==> src/rtl/execute_instruction_pkg.sv <==
// Shared widths and opcode encodings for the execute stage.
package execute_instruction_pkg;

  localparam int unsigned DefWord = 32;
  localparam int unsigned DefWOpc = 6;
  localparam int unsigned DefWRd  = 4;
  localparam int unsigned DefAddr = 16;

  localparam logic [5:0] OpNop  = 6'd0;
  localparam logic [5:0] OpAdd  = 6'd1;
  localparam logic [5:0] OpSub  = 6'd2;
  localparam logic [5:0] OpAnd  = 6'd3;
  localparam logic [5:0] OpOr   = 6'd4;
  localparam logic [5:0] OpXor  = 6'd5;
  localparam logic [5:0] OpShl  = 6'd6;
  localparam logic [5:0] OpShr  = 6'd7;
  localparam logic [5:0] OpJmp  = 6'd8;
  localparam logic [5:0] OpBeqz = 6'd9;
  localparam logic [5:0] OpMul  = 6'd10;

endpackage

==> src/rtl/execute_instruction_mul_iter.sv <==
// Iterative shift-add multiplier (mul_iter): one partial product per cycle, Width iterations.
module execute_instruction_mul_iter #(
  parameter int unsigned Width = 32
) (
  input  logic             clk,
  input  logic             reset,
  input  logic             start_i,
  input  logic [Width-1:0] a_i,
  input  logic [Width-1:0] b_i,
  output logic             busy_o,
  output logic             done_o,
  output logic [Width-1:0] product_o
);

  localparam int unsigned CntW = $clog2(Width);

  logic [Width-1:0] a_q, b_q, acc_q, acc_d;
  logic [CntW-1:0]  cnt_q;

  assign acc_d     = b_q[0] ? acc_q + a_q : acc_q;
  assign done_o    = busy_o && (cnt_q == CntW'(Width - 1));
  // Product is presented combinationally on the final iteration so the caller can register it.
  assign product_o = acc_d;

  always_ff @(posedge clk) begin
    if (reset) begin
      busy_o <= 1'b0;
      cnt_q  <= '0;
      a_q    <= '0;
      b_q    <= '0;
      acc_q  <= '0;
    end else if (start_i) begin
      busy_o <= 1'b1;
      cnt_q  <= '0;
      a_q    <= a_i;
      b_q    <= b_i;
      acc_q  <= '0;
    end else if (busy_o) begin
      acc_q <= acc_d;
      a_q   <= a_q << 1;
      b_q   <= b_q >> 1;
      cnt_q <= cnt_q + 1'b1;
      if (done_o) busy_o <= 1'b0;
    end
  end

endmodule

==> src/rtl/execute_instruction.sv <==
// Execute stage: 1-cycle ALU and branch resolution; iterative MUL when VENUS_MUL_EN is defined.
module execute_instruction
  import execute_instruction_pkg::*;
#(
  parameter int unsigned WORD  = DefWord,
  parameter int unsigned W_OPC = DefWOpc,
  parameter int unsigned W_RD  = DefWRd,
  parameter int unsigned ADDR  = DefAddr
) (
  input  logic             clk,
  input  logic             reset,
  input  logic             v_i,
  output logic             stall_o,
  input  logic [W_OPC-1:0] opecode_i,
  input  logic [WORD-1:0]  opr0_i,
  input  logic [WORD-1:0]  opr1_i,
  input  logic [W_RD-1:0]  wb_r_i,
  output logic             wb_o,
  output logic [W_RD-1:0]  wb_r_o,
  output logic [WORD-1:0]  result_o,
  output logic             branch_o,
  output logic [ADDR-1:0]  branch_addr_o
);

  logic            accept;
  logic            alu_wb;
  logic [WORD-1:0] alu_res;
  logic            br_take;
  logic [ADDR-1:0] br_tgt;
`ifdef VENUS_MUL_EN
  logic            mul_op;
`endif

  // A visible branch squashes whatever decode presents in the same cycle.
  assign accept = v_i & ~stall_o & ~branch_o;

  always_comb begin
    alu_wb  = 1'b0;
    alu_res = '0;
    br_take = 1'b0;
    br_tgt  = '0;
`ifdef VENUS_MUL_EN
    mul_op  = 1'b0;
`endif
    case (opecode_i)
      W_OPC'(OpNop): ;
      W_OPC'(OpAdd): begin alu_wb = 1'b1; alu_res = opr0_i + opr1_i;       end
      W_OPC'(OpSub): begin alu_wb = 1'b1; alu_res = opr0_i - opr1_i;       end
      W_OPC'(OpAnd): begin alu_wb = 1'b1; alu_res = opr0_i & opr1_i;       end
      W_OPC'(OpOr):  begin alu_wb = 1'b1; alu_res = opr0_i | opr1_i;       end
      W_OPC'(OpXor): begin alu_wb = 1'b1; alu_res = opr0_i ^ opr1_i;       end
      W_OPC'(OpShl): begin alu_wb = 1'b1; alu_res = opr0_i << opr1_i[4:0]; end
      W_OPC'(OpShr): begin alu_wb = 1'b1; alu_res = opr0_i >> opr1_i[4:0]; end
      W_OPC'(OpJmp): begin br_take = 1'b1; br_tgt = opr0_i[ADDR-1:0];      end
      W_OPC'(OpBeqz): begin
        if (opr0_i == '0) begin
          br_take = 1'b1;
          br_tgt  = opr1_i[ADDR-1:0];
        end
      end
`ifdef VENUS_MUL_EN
      W_OPC'(OpMul): mul_op = 1'b1;
`endif
      default: ;
    endcase
  end

`ifdef VENUS_MUL_EN
  localparam logic [0:0] StIdle    = 1'b0;
  localparam logic [0:0] StMulBusy = 1'b1;

  logic [0:0]      state_q, state_d;
  logic [W_RD-1:0] mul_rd_q;
  logic            mul_start, mul_busy, mul_done;
  logic [WORD-1:0] mul_product;

  assign mul_start = accept & mul_op;
  assign stall_o   = (state_q == StMulBusy);

  always_comb begin
    state_d = state_q;
    case (state_q)
      StIdle:    if (mul_start) state_d = StMulBusy;
      StMulBusy: if (mul_done || !mul_busy) state_d = StIdle;
      default:   state_d = StIdle;
    endcase
  end

  always_ff @(posedge clk) begin
    if (reset) begin
      state_q  <= StIdle;
      mul_rd_q <= '0;
    end else begin
      state_q <= state_d;
      if (mul_start) mul_rd_q <= wb_r_i;
    end
  end

  execute_instruction_mul_iter #(
    .Width(WORD)
  ) u_mul_iter (
    .clk      (clk),
    .reset    (reset),
    .start_i  (mul_start),
    .a_i      (opr0_i),
    .b_i      (opr1_i),
    .busy_o   (mul_busy),
    .done_o   (mul_done),
    .product_o(mul_product)
  );
`else
  assign stall_o = 1'b0;
`endif

  always_ff @(posedge clk) begin
    if (reset) begin
      wb_o          <= 1'b0;
      branch_o      <= 1'b0;
      wb_r_o        <= '0;
      result_o      <= '0;
      branch_addr_o <= '0;
    end else begin
      wb_o     <= 1'b0;
      branch_o <= 1'b0;
      if (accept && alu_wb) begin
        wb_o     <= 1'b1;
        wb_r_o   <= wb_r_i;
        result_o <= alu_res;
      end
      if (accept && br_take) begin
        branch_o      <= 1'b1;
        branch_addr_o <= br_tgt;
      end
`ifdef VENUS_MUL_EN
      // No instruction is accepted while busy, so this never collides with an ALU writeback.
      if (mul_done) begin
        wb_o     <= 1'b1;
        wb_r_o   <= mul_rd_q;
        result_o <= mul_product;
      end
`endif
    end
  end

endmodule

==> config.mk <==
export PLATFORM = sky130hd
export DESIGN_NAME = execute_instruction
export DESIGN_NICKNAME = d
export VERILOG_FILES = /design/src/rtl/execute_instruction_pkg.sv /design/src/rtl/execute_instruction_mul_iter.sv /design/src/rtl/execute_instruction.sv
export SDC_FILE = /design/constraint.sdc
export NUM_CORES = 1
export LEC_CHECK = 0
export BUFFER_PORTS_ARGS = -buffer_cell sky130_fd_sc_hd__buf_2
export CELL_PAD_IN_SITES_DETAIL_PLACEMENT = 0
export CELL_PAD_IN_SITES_GLOBAL_PLACEMENT = 1
export CORE_MARGIN = 2
export CORE_UTILIZATION = 40
export DETAILED_ROUTE_END_ITERATION = 16
export HOLD_SLACK_MARGIN = 0.08
export PLACE_DENSITY = 0.74
export SYNTH_ARGS = -nofsm -noshare
export SYNTH_HDL_FRONTEND = slang
export SYNTH_SLANG_ARGS = --single-unit
==> constraint.sdc <==
create_clock -name clk -period 6 [get_ports clk]
set_input_delay 0.9 -clock clk [delete_from_list [all_inputs] [get_ports clk]]
set_output_delay 0.9 -clock clk [all_outputs]
set_load 0.01 [all_outputs]
==> key figures <==
Placement
  • Routability Congestion: 0.986
  • Number of port buffers: 130
  • Placed wire-length estimate: 31.0 mm

Layout
  • Most common cell after layout, fill and taps aside: nor2_1
  • Area Growth Syn to Fin: 10.4%
  • Nets: 1,492
  • Commonest non-fill, non-tap cells in the layout: nor2_1 (146), buf_2 (129), ha_1 (97), a21oi_1 (93), nand2_1 (90)
  • Ant diodes: 0
  • Share of cells above drive strength 1: 18.2%

Setup path
  • R2R depth: 7
  • Worst reg2reg startpoint: branch_o
  • Startpoint Class: input port
  • CP required: 6.22 ns
  • Setup CP Type: input port to flop
  • Critical path endpoint category: flop
  • CP Data Arrival Time: 5.12 ns
  • Crit-path max FO: 15
  • Launch point of the worst path: opecode_i[2]

Yosys
  • Synth Register Bits: 54
  • Mapped Nets: 1,428
  • Top cells by area, synth: ha_1 (13%), dfxtp_1 (11%), mux4_2 (9.5%), nor2_1 (5.9%), mux2i_1 (5.7%)
  • Post-synthesis mux area share: 17.1%
  • Largest family of logic cells by synthesized area: compound AO/OA/AOI/OAI gates
  • Adder-cell share of the synthesized area: between 10% and 20%
  • XOR/XNOR Fraction of Synth Area: roughly 4.2%
  • Cells after Synth: 1,253
  • Post-synthesis instance area: approximately 9500 µm²
  • Area share of and/or/nand/nor cells after synthesis: 18.6%
  • Post-synth cell types: 80
  • Synth Area in Compound Gates: 28.2%
  • Sequential area share after synthesis: 11.4%
  • Most used flip-flop cell after synthesis: dfxtp_1
  • Synth warnings: 0
  • Post-synth top area cell: ha_1
  • Post-synthesis async set-or-reset flop share: 0%
  • Average size of a mapped cell: around 7.6 µm²
  • Post-synth EDFFs: 0
  • Top cell type's share of synthesized area: approximately 13%

Status
  • Status: finished, final reports clean

Power and ir drop
  • Peak supply drop: slightly above 0.0001 V
  • Clock power share: approximately 23%
  • Sw Ratio: a little under half
  • Sequential share of power: 25.7%
  • Internal Power: ~800 µW
  • Pleak: 0.00445 µW
  • Combinational power share: approximately half
  • Power per standard cell area: 138 nW/µm²
  • Sw Pwr: ~650 µW
  • Tot Pwr: 1440 µW

Timing
  • Minimum clock period: 4.89 ns
  • Worst slew pin tran: 1.17 ns
  • FMAX: 204 MHz
  • Worst hold slack: between 0.4 and 0.5 ns
  • RSZ-0062 raised after global routing: no
  • Setup TNS: 0 ns
  • Rel. slew slack: between 20 and 25%
  • Final Max Slew Viols: 0
  • Clock skew: 0.0168 ns
  • Endpoints failing setup: 0
  • Final hold violations: 0
  • Final period util: between 80% and 90%

Floorplan
  • Io pins: 132
  • DIE HEIGHT: 158 µm
  • Die area: between 20,000 and 25,000 µm²
  • Core Area: 23,400 µm²
  • Num rows: 56
  • Initial Util: between 40% and 50%
  • Die width: 158 µm

Global route
  • GRT overflow: 0
  • Initial antenna violation count: 0
  • Largest net degree at the start of global routing: roughly 70
  • Number of global-route vias before repair: 9,522
  • All-Layer GR Usage: 32.9%
  • First-pass GRT wire length: 61.4 mm

Min path
  • Hold path depth: 2
  • Hold_sp: wb_r_o[1]
  • Hold Path Class: flop to flop

Clock tree
  • Clock latency on the worst-skew pair: 0.33 ns
  • Post_cts resized: 0
  • Root Buffer: clkbuf_16
  • H-Tree Depth: 2
  • Hold bufs inserted after CTS: 0
  • Post-CTS setup buffer count: 0
  • CTS tree: built
  • Worst-case clock buffer depth: 2
  • Total CTS buffers: 5
  • CTS clk-pin slew, worst paths: 0.07 ns
  • Clk sinks: between 50 and 60

Detailed routing
  • DR WL/cell: roughly 25 µm
  • Routed WL: between 40 and 50 mm
  • Drt first-iter violations: 1,350
  • Antenna viol nets, final: 0
  • DR pass1 iterations: 7
  • Via count: 10,500
  • DRC Markers: 0
  • Vias per cell: 6.40

Flow run
  • Maxcap violations: 0
==> stage by stage <==
| step | worst slack, ns | util [%] | area [µm²] | cells |
|---|---|---|---|---|
| global route | 0.886 | 44.7 | 10500 | 1637 |
| detailed placement | 0.958 | 44.1 | 10300 | 1629 |
| floorplan | 1.20 | - | 9480 | 1253 |
| global placement | 1.02 | 44.1 | 10300 | 1629 |
| CTS | 1.28 | 44.7 | 10500 | 1637 |
| finish | 1.11 | 44.7 | 10500 | 1637 |
==> routing by layer <==
layer  track usage (%)  share of wire, %  vias to the layer above
li1                  -                 -                     4801
met1              47.8                44                     5058
met2              48.8                43                      558
met3              7.20                10                       55
met4              8.92               2.5                        0
met5                 0                 0                        -
==> layout make-up <==
| class | instances | area (µm²) |
|---|---|---|
| fill | 2539 | 12900 |
| tap | 319 | 399 |
| clock inverter | 2 | 13.8 |
| inverter | 73 | 274 |
| clock buffer | 6 | 129 |
| multi-input combinational | 1030 | 7750 |
| timing repair buffer | 153 | 826 |
| sequential | 54 | 1080 |
==> registers in the layout, summed over array words and instances (netlist names) <==
register and flops:
result_o 32, branch_addr_o 16, wb_o 1, branch_o 1
wb_r_o 4
==> cells by family (layout without fill, tap and decap cells) <==
kind of cell / Yosys count / in the layout
AOI/OAI and AO/OA: 400 / 400
xor gates and xnor gates: 45 / 45
adders and majority gates: 98 / 98
buffers and inverters: 169 / 234
DFF: 54 / 54
muxes: 110 / 110
other: 1 / 1
and+or+nand+nor: 376 / 376
==> critical path, cell delays in order <==
cell and delay (ns):
buf_2 0.14, nor4_1 0.43, nand2_1 0.50, nor2_1 0.22, a21o_1 0.14, inv_1 0.05
ha_1 0.26, nor2b_1 0.15, o2111ai_1 0.40, nand4b_1 0.30, a32oi_1 0.63, a21oi_1 0.28
a31oi_1 0.45, a32oi_1 0.16, o31ai_1 0.09
==> synth_stat cells, types with 19 or more instances <==
master and count:
nand2_1 90, a21o_1 19, mux4_2 40, ha_1 97
o21ai_0 87, o211ai_1 19, xnor2_1 39, a211oi_1 33
nor3_1 43, mux2i_1 54, inv_1 71, clkbuf_1 60
nor2_1 148, a21oi_1 94, a221oi_1 26, dfxtp_1 54
==> path summary, 6_finish.rpt <==
path | end | slack, ns
min | wb_r_o[1] | 0.45
max reg2reg | result_o[18] | 2.68
min reg2reg | wb_r_o[1] | 0.45
max | result_o[31] | 1.11
==> power groups by stage <==
stage	sequential [µW]	clock (µW)	combinational (µW)
after floorplan	383	0	477
after global placement	379	0	725
after detailed placement	379	0	724
after CTS	371	336	727
after global routing	372	350	807
final	371	326	748
No activity file was read; power rests on OpenSTA's default activity.
